==> src/rtl/pipeline_run_monitor.sv <==
// pipeline_run_monitor
//
// Run controller and monitor placed between the clock/reset source and the
// pipelined MIPS core top level. It holds the core in reset for RST_CYCLES
// edges, then counts RUN cycles. It declares completion when the PC has parked
// in a self-loop for HALT_REPEAT consecutive samples, or when a watchdog of
// TIMEOUT RUN cycles expires. Optionally it folds the probe buses into a
// rolling signature.
//
// Optional feature macro: RUN_MONITOR_SIG_EN
//   defined   -> Signature = rotl1(Signature) ^ probe[0] ^ ... ^ probe[N-1]
//                on every RUN edge
//   undefined -> no signature register, Signature tied to 0, Probes unused
//
// Ports
//   Clk        in   rising-edge clock
//   Rst        in   asynchronous active-low reset
//   Restart    in   synchronous one-cycle pulse, re-runs the reset sequence
//   PCValue    in   core PC (DATA_WIDTH)
//   Probes     in   NUM_PROBES probe buses, channel k = [k*DATA_WIDTH +: DATA_WIDTH]
//   CoreRst    out  active-high reset to the core
//   Running    out  high in RUN
//   Done       out  high in HALTED or TIMEOUT (sticky)
//   TimedOut   out  high in TIMEOUT (sticky)
//   CycleCount out  RUN cycles elapsed, saturating (CNT_WIDTH)
//   HaltPC     out  PC captured on the completing edge
//   Signature  out  rolling probe signature
//
// The FSM state is fully observable on the outputs:
//   HOLD = CoreRst, RUN = Running, HALTED = Done & !TimedOut, TIMEOUT = TimedOut.
module pipeline_run_monitor #(
    parameter int DATA_WIDTH  = 32,
    parameter int NUM_PROBES  = 3,
    parameter int RST_CYCLES  = 4,
    parameter int HALT_REPEAT = 8,
    parameter int TIMEOUT     = 1048576,
    parameter int CNT_WIDTH   = 32
) (
    input  logic                             Clk,
    input  logic                             Rst,
    input  logic                             Restart,
    input  logic [DATA_WIDTH-1:0]            PCValue,
    input  logic [NUM_PROBES*DATA_WIDTH-1:0] Probes,
    output logic                             CoreRst,
    output logic                             Running,
    output logic                             Done,
    output logic                             TimedOut,
    output logic [CNT_WIDTH-1:0]             CycleCount,
    output logic [DATA_WIDTH-1:0]            HaltPC,
    output logic [DATA_WIDTH-1:0]            Signature
);

    localparam int HOLD_W = $clog2(RST_CYCLES + 1);
    localparam int STB_W  = $clog2(HALT_REPEAT);

    typedef enum logic [1:0] {
        S_HOLD    = 2'd0,
        S_RUN     = 2'd1,
        S_HALTED  = 2'd2,
        S_TIMEOUT = 2'd3
    } state_e;

    state_e                  state_q, state_d;
    logic [HOLD_W-1:0]       hold_cnt_q, hold_cnt_d;
    logic [STB_W-1:0]        stable_q, stable_d;
    logic [DATA_WIDTH-1:0]   prev_pc_q, prev_pc_d;
    logic                    prev_valid_q, prev_valid_d;
    logic                    core_rst_q, core_rst_d;
    logic                    running_q, running_d;
    logic                    done_q, done_d;
    logic                    timed_out_q, timed_out_d;
    logic [CNT_WIDTH-1:0]    cycle_q, cycle_d;
    logic [DATA_WIDTH-1:0]   halt_pc_q, halt_pc_d;

    logic hold_last;
    logic pc_eq;
    logic halt_hit;
    logic timeout_hit;

    assign hold_last = (hold_cnt_q == HOLD_W'(RST_CYCLES - 1));
    // Only a sample with a valid predecessor can count as a repeat, so the
    // reset value of prev_pc_q never contributes to a halt.
    assign pc_eq     = prev_valid_q && (PCValue == prev_pc_q);
    // stable_q counts repeats already seen; this sample is repeat number
    // HALT_REPEAT-1, i.e. the HALT_REPEAT-th equal sample.
    assign halt_hit    = pc_eq && (stable_q == STB_W'(HALT_REPEAT - 2));
    assign timeout_hit = (cycle_q == CNT_WIDTH'(TIMEOUT - 1)) && !halt_hit;

    // ---------------- state register ----------------
    always_ff @(posedge Clk or negedge Rst) begin
        if (!Rst) begin
            state_q <= S_HOLD;
        end else begin
            state_q <= state_d;
        end
    end

    // ---------------- next-state logic ----------------
    always_comb begin
        state_d = state_q;
        case (state_q)
            S_HOLD:    if (hold_last) state_d = S_RUN;
            S_RUN: begin
                if (halt_hit)         state_d = S_HALTED;
                else if (timeout_hit) state_d = S_TIMEOUT;
            end
            S_HALTED:  state_d = S_HALTED;
            S_TIMEOUT: state_d = S_TIMEOUT;
            default:   state_d = S_HOLD;
        endcase
        if (Restart) state_d = S_HOLD;
    end

    // ---------------- output / datapath logic ----------------
    always_comb begin
        hold_cnt_d   = hold_cnt_q;
        stable_d     = stable_q;
        prev_pc_d    = prev_pc_q;
        prev_valid_d = prev_valid_q;
        core_rst_d   = core_rst_q;
        running_d    = running_q;
        done_d       = done_q;
        timed_out_d  = timed_out_q;
        cycle_d      = cycle_q;
        halt_pc_d    = halt_pc_q;

        if (Restart) begin
            hold_cnt_d   = '0;
            stable_d     = '0;
            prev_pc_d    = '0;
            prev_valid_d = 1'b0;
            core_rst_d   = 1'b1;
            running_d    = 1'b0;
            done_d       = 1'b0;
            timed_out_d  = 1'b0;
            cycle_d      = '0;
            halt_pc_d    = '0;
        end else begin
            case (state_q)
                S_HOLD: begin
                    hold_cnt_d = hold_cnt_q + 1'b1;
                    if (hold_last) begin
                        core_rst_d = 1'b0;
                        running_d  = 1'b1;
                    end
                end
                S_RUN: begin
                    if (cycle_q != {CNT_WIDTH{1'b1}}) cycle_d = cycle_q + 1'b1;
                    prev_pc_d    = PCValue;
                    prev_valid_d = 1'b1;
                    stable_d     = pc_eq ? stable_q + 1'b1 : '0;
                    if (halt_hit) begin
                        done_d    = 1'b1;
                        running_d = 1'b0;
                        halt_pc_d = PCValue;
                    end else if (timeout_hit) begin
                        done_d      = 1'b1;
                        timed_out_d = 1'b1;
                        running_d   = 1'b0;
                        halt_pc_d   = PCValue;
                    end
                end
                default: ; // HALTED / TIMEOUT: everything frozen
            endcase
        end
    end

    always_ff @(posedge Clk or negedge Rst) begin
        if (!Rst) begin
            hold_cnt_q   <= '0;
            stable_q     <= '0;
            prev_pc_q    <= '0;
            prev_valid_q <= 1'b0;
            core_rst_q   <= 1'b1;
            running_q    <= 1'b0;
            done_q       <= 1'b0;
            timed_out_q  <= 1'b0;
            cycle_q      <= '0;
            halt_pc_q    <= '0;
        end else begin
            hold_cnt_q   <= hold_cnt_d;
            stable_q     <= stable_d;
            prev_pc_q    <= prev_pc_d;
            prev_valid_q <= prev_valid_d;
            core_rst_q   <= core_rst_d;
            running_q    <= running_d;
            done_q       <= done_d;
            timed_out_q  <= timed_out_d;
            cycle_q      <= cycle_d;
            halt_pc_q    <= halt_pc_d;
        end
    end

    assign CoreRst    = core_rst_q;
    assign Running    = running_q;
    assign Done       = done_q;
    assign TimedOut   = timed_out_q;
    assign CycleCount = cycle_q;
    assign HaltPC     = halt_pc_q;

    // ---------------- optional rolling signature ----------------
`ifdef RUN_MONITOR_SIG_EN
    logic [DATA_WIDTH-1:0] sig_q, sig_d;
    logic [DATA_WIDTH-1:0] probe_fold;

    always_comb begin
        probe_fold = '0;
        for (int k = 0; k < NUM_PROBES; k++) begin
            probe_fold = probe_fold ^ Probes[k*DATA_WIDTH +: DATA_WIDTH];
        end
    end

    always_comb begin
        sig_d = sig_q;
        if (Restart) begin
            sig_d = '0;
        end else if (state_q == S_RUN) begin
            sig_d = {sig_q[DATA_WIDTH-2:0], sig_q[DATA_WIDTH-1]} ^ probe_fold;
        end
    end

    always_ff @(posedge Clk or negedge Rst) begin
        if (!Rst) begin
            sig_q <= '0;
        end else begin
            sig_q <= sig_d;
        end
    end

    assign Signature = sig_q;
`else
    logic unused_probes;
    assign unused_probes = ^Probes;
    assign Signature     = '0;
`endif

endmodule

==> config.mk <==
export PLATFORM = sky130hd
export DESIGN_NAME = pipeline_run_monitor
export DESIGN_NICKNAME = d
export VERILOG_FILES = /design/src/rtl/pipeline_run_monitor.sv
export SDC_FILE = /design/constraint.sdc
export NUM_CORES = 1
export LEC_CHECK = 0
export CORE_ASPECT_RATIO = 0.75
export CORE_MARGIN = 4
export CORE_UTILIZATION = 27
export CTS_BUF_LIST = sky130_fd_sc_hd__clkbuf_16
export CTS_CLUSTER_DIAMETER = 120
export DETAILED_ROUTE_END_ITERATION = 6
export PLACE_DENSITY = 0.52
export SLEW_MARGIN = 20
export SYNTH_ARGS = -nofsm -noshare
export SYNTH_HDL_FRONTEND = slang
export SYNTH_SLANG_ARGS = --single-unit
==> constraint.sdc <==
create_clock -name Clk -period 3 [get_ports Clk]
set_input_delay 0.6 -clock Clk [delete_from_list [all_inputs] [get_ports Clk]]
set_output_delay 0.6 -clock Clk [all_outputs]
set_load 0.05 [all_outputs]
==> metrics.yaml <==
run:
  cap_violations: 0
critical_path:
  startpoint_type: "input pin"
  crit_path_top_delay_cell: "or4_1"
  worstPathRequired_ps: 3210
  end_kind: "register"
  path_delay_family: "buffers and inverters"
  crit_path_max_fanout: 9
  critical_path_class: "in2reg"
  crit_arrival_ps: 3020
  crit_chain: "clkdlybuf4s50_1 -> xnor2_1 -> nand4_1 -> or4_1 -> o41ai_4 -> buf_4 -> mux2i_1 -> nor2_1"
  critPathBufInv: 2
  max_stage_delay_ps: 560
synthesis:
  ys_top_cells_by_area: "dfrtp_1 49%, xnor2_1 6.1%, mux2i_1 6.0%"
  async_flop_share_pct: 100
  synth-xor-area-share_pct: 9.56
  yosys_warnings: 0
  ys_seq_area_share_pct: 49.6
  synthDominantCellAreaShare_pct: 49.1
  synth_top_area_cell: "dfrtp_1"
  syn-cell-area_sq_um: 5500
  synth_edf_count: 0
  syn-mean-instance-area_sq_um: 9.70
  ys_types: 43
  synth_adder_area_share_pct: 1.14
  synth_simple_gate_area_share_pct: 20.0
  synth-seq-cells: 109
  synth_top_family_by_area: "simple AND/OR/NAND/NOR gates"
  synth-compound-area-share_pct: 5.96
  synthFlopType: "dfrtp_1"
  synth_mux_area_share_pct: 6.01
  syn_inst: 567
finish:
  mostFrequentLayoutCells: "108 x dfrtp_1, 100 x clkdlybuf4s50_1, 83 x nand2_1"
  final_common_cell: "dfrtp_1"
  post_layout_nonfiller_instances: 935
  diodes: 0
  drive_above_1_share_pct: 7.62
  post-route-util_pct: 36.1
  stdcell_area_sq_um: 7090
  final_nets: 814
  areaGrowthSynthToFinish_pct: 28.9
global_routing:
  antenna_found_initial: 0
  grt_max_degree: 90
  grt_usage_pct: 13.0
  grt_pass1_wl_mm: 23.9
  grt_pass1_vias: 4198
  grt_overflow: 0
pwr:
  sw_frac_of_total_pct: 28.0
  pwr-share-seq_pct: 48.4
  powerDensity_nw_per_um2: 450
  cellLeakagePower_nw: 2.89
  p_sw_mw: 0.894
  internal_power_mw: 2.29
  clock_power_share_pct: 37.7
  combPwrFrac_pct: 13.9
  finalPower_mw: 3.19
  vdd_drop_max_uv: 225
routing:
  via_per_inst: 4.58
  routedWlPerCell_um: 15.7
  drtPass1Iterations: 5
  drc: 0
  drtAntennaViolNets: 0
  first_iter_violations: 228
  wirelength_mm: 14.7
  vias: 4284
sta:
  hold_slack_ps: 121
  tightest_slew_ps: 673
  slew_viol_final: 0
  clock_skew_ps: 10.7
  hold_viol: 0
  rsz0062_at_grt: "no"
  maxSlewHeadroom_pct: 55.1
  fmax_ghz: 0.357
  fin_ws_ps: 197
  min_period_ps: 2800
  setup_viol: 0
  tns_ps: 0
  timing.final.crit_share_pct: 93.4
cts:
  cts.htree.levels: 3
  cts.path.max_buffers: 2
  cts_inserted_buffers: 9
  cts_num_sinks: 109
  clk_pin_slew_worst_paths_ps: 70
  postCtsHoldBufs: 0
  clkLatencyLatePin_ps: 360
  cts-root-buf: "clkbuf_16"
  post_cts_buffers: 0
  cts_tree: "done"
floorplanning:
  pin_count: 231
  die_width_um: 173
  die-area_sq_um: 22700
  initial_core_util_pct: 28.0
  die_y_um: 132
  core_region_area_sq_um: 19700
  rows: 44
placed_design:
  dp.cells: 920
  globalplace.congestion: 0.830
  post-place-ws_ps: -231
  portBuffers: 102
  placed_area_sq_um: 6790
  dp.final_hpwl_mm: 10.2
hold_path:
  hold_path_class: "in2async"
outcome:
  status: "finished clean"
## worst paths after layout
check                                          startpoint                        end  slack [ps]  cells after the start
min in group Clk                 prev_valid_q$_DFFE_PN0N_   prev_valid_q$_DFFE_PN0N_         510                      2
worst max register to register  CycleCount[7]$_DFFE_PN0P_     HaltPC[21]$_DFFE_PN0P_         460                      7
worst max-delay path                          PCValue[28]     HaltPC[21]$_DFFE_PN0P_         200                      8
max in group asynchronous                             Rst  prev_pc_q[19]$_DFFE_PN0N_        2090                      2
worst min-delay path                                  Rst     HaltPC[12]$_DFFE_PN0P_         120                      1
worst min register to register   prev_valid_q$_DFFE_PN0N_   prev_valid_q$_DFFE_PN0N_         510                      2
## area by class of cell
class | instances | area (sq um)
repair buffers | 127 | 1240
well taps | 253 | 317
inverters | 6 | 22.5
clock inverters | 6 | 65.1
flip-flops and latches | 109 | 2730
multi-input cells | 425 | 2490
clock buffers | 9 | 225
fillers | 1992 | 12600
## cells by family (layout without fill, tap and decap cells)
group,after synthesis,in the layout
other,1,32
and+or+nand+nor,238,238
DFF,109,109
adders and majority gates,5,5
buffers and inverters,64,148
muxes,33,33
AOI/OAI and AO/OA,57,57
xor gates and xnor gates,60,60
## state kept, by name, indices dropped and copies added (netlist names)
signal / count
CycleCount: 32
HaltPC: 32
prev_pc_q: 32
hold_cnt_q: 3
stable_q: 3
state_q: 2
CoreRst: 1
Done: 1
Running: 1
TimedOut: 1
prev_valid_q: 1
## power by group through the flow
stage	registers, mW	clock network [mW]	logic [mW]
after CTS	1.54	1.25	0.449
after global placement	1.57	0	0.443
final	1.54	1.20	0.444
after floorplan	1.58	0	0.279
after detailed placement	1.57	0	0.447
after global routing	1.55	1.29	0.490
## layer usage
metal	GRT usage, %	vias to the layer above	part of all wire [%]
li1	-	2068	-
met1	20.1	2112	53
met2	17.5	94	41
met3	4.05	10	5.0
met4	2.79	0	0.78
met5	0	-	0
## cell usage after synthesis, types with 2 or more instances
library cell  number
a21oi_1           41
and3_1             8
and4_1             3
buf_12             3
buf_2              2
buf_4             32
clkbuf_1          20
dfrtp_1          108
ha_1               5
inv_1              6
mux2i_1           33
nand2_1           83
nand2b_1           2
nand3_1           19
nand4_1            8
nor2_1            74
nor3_1            11
nor4_1            18
o2111ai_1          2
o21ai_0            6
or3_1              2
or4_1              2
xnor2_1           38
xor2_1            22
## repair_timing
action	in CTS	in global routing
endpoints found under the setup margin	0	14
resized for setup	0	1
hold endpoints to repair	0	0
(Power assumes the default switching activity.)
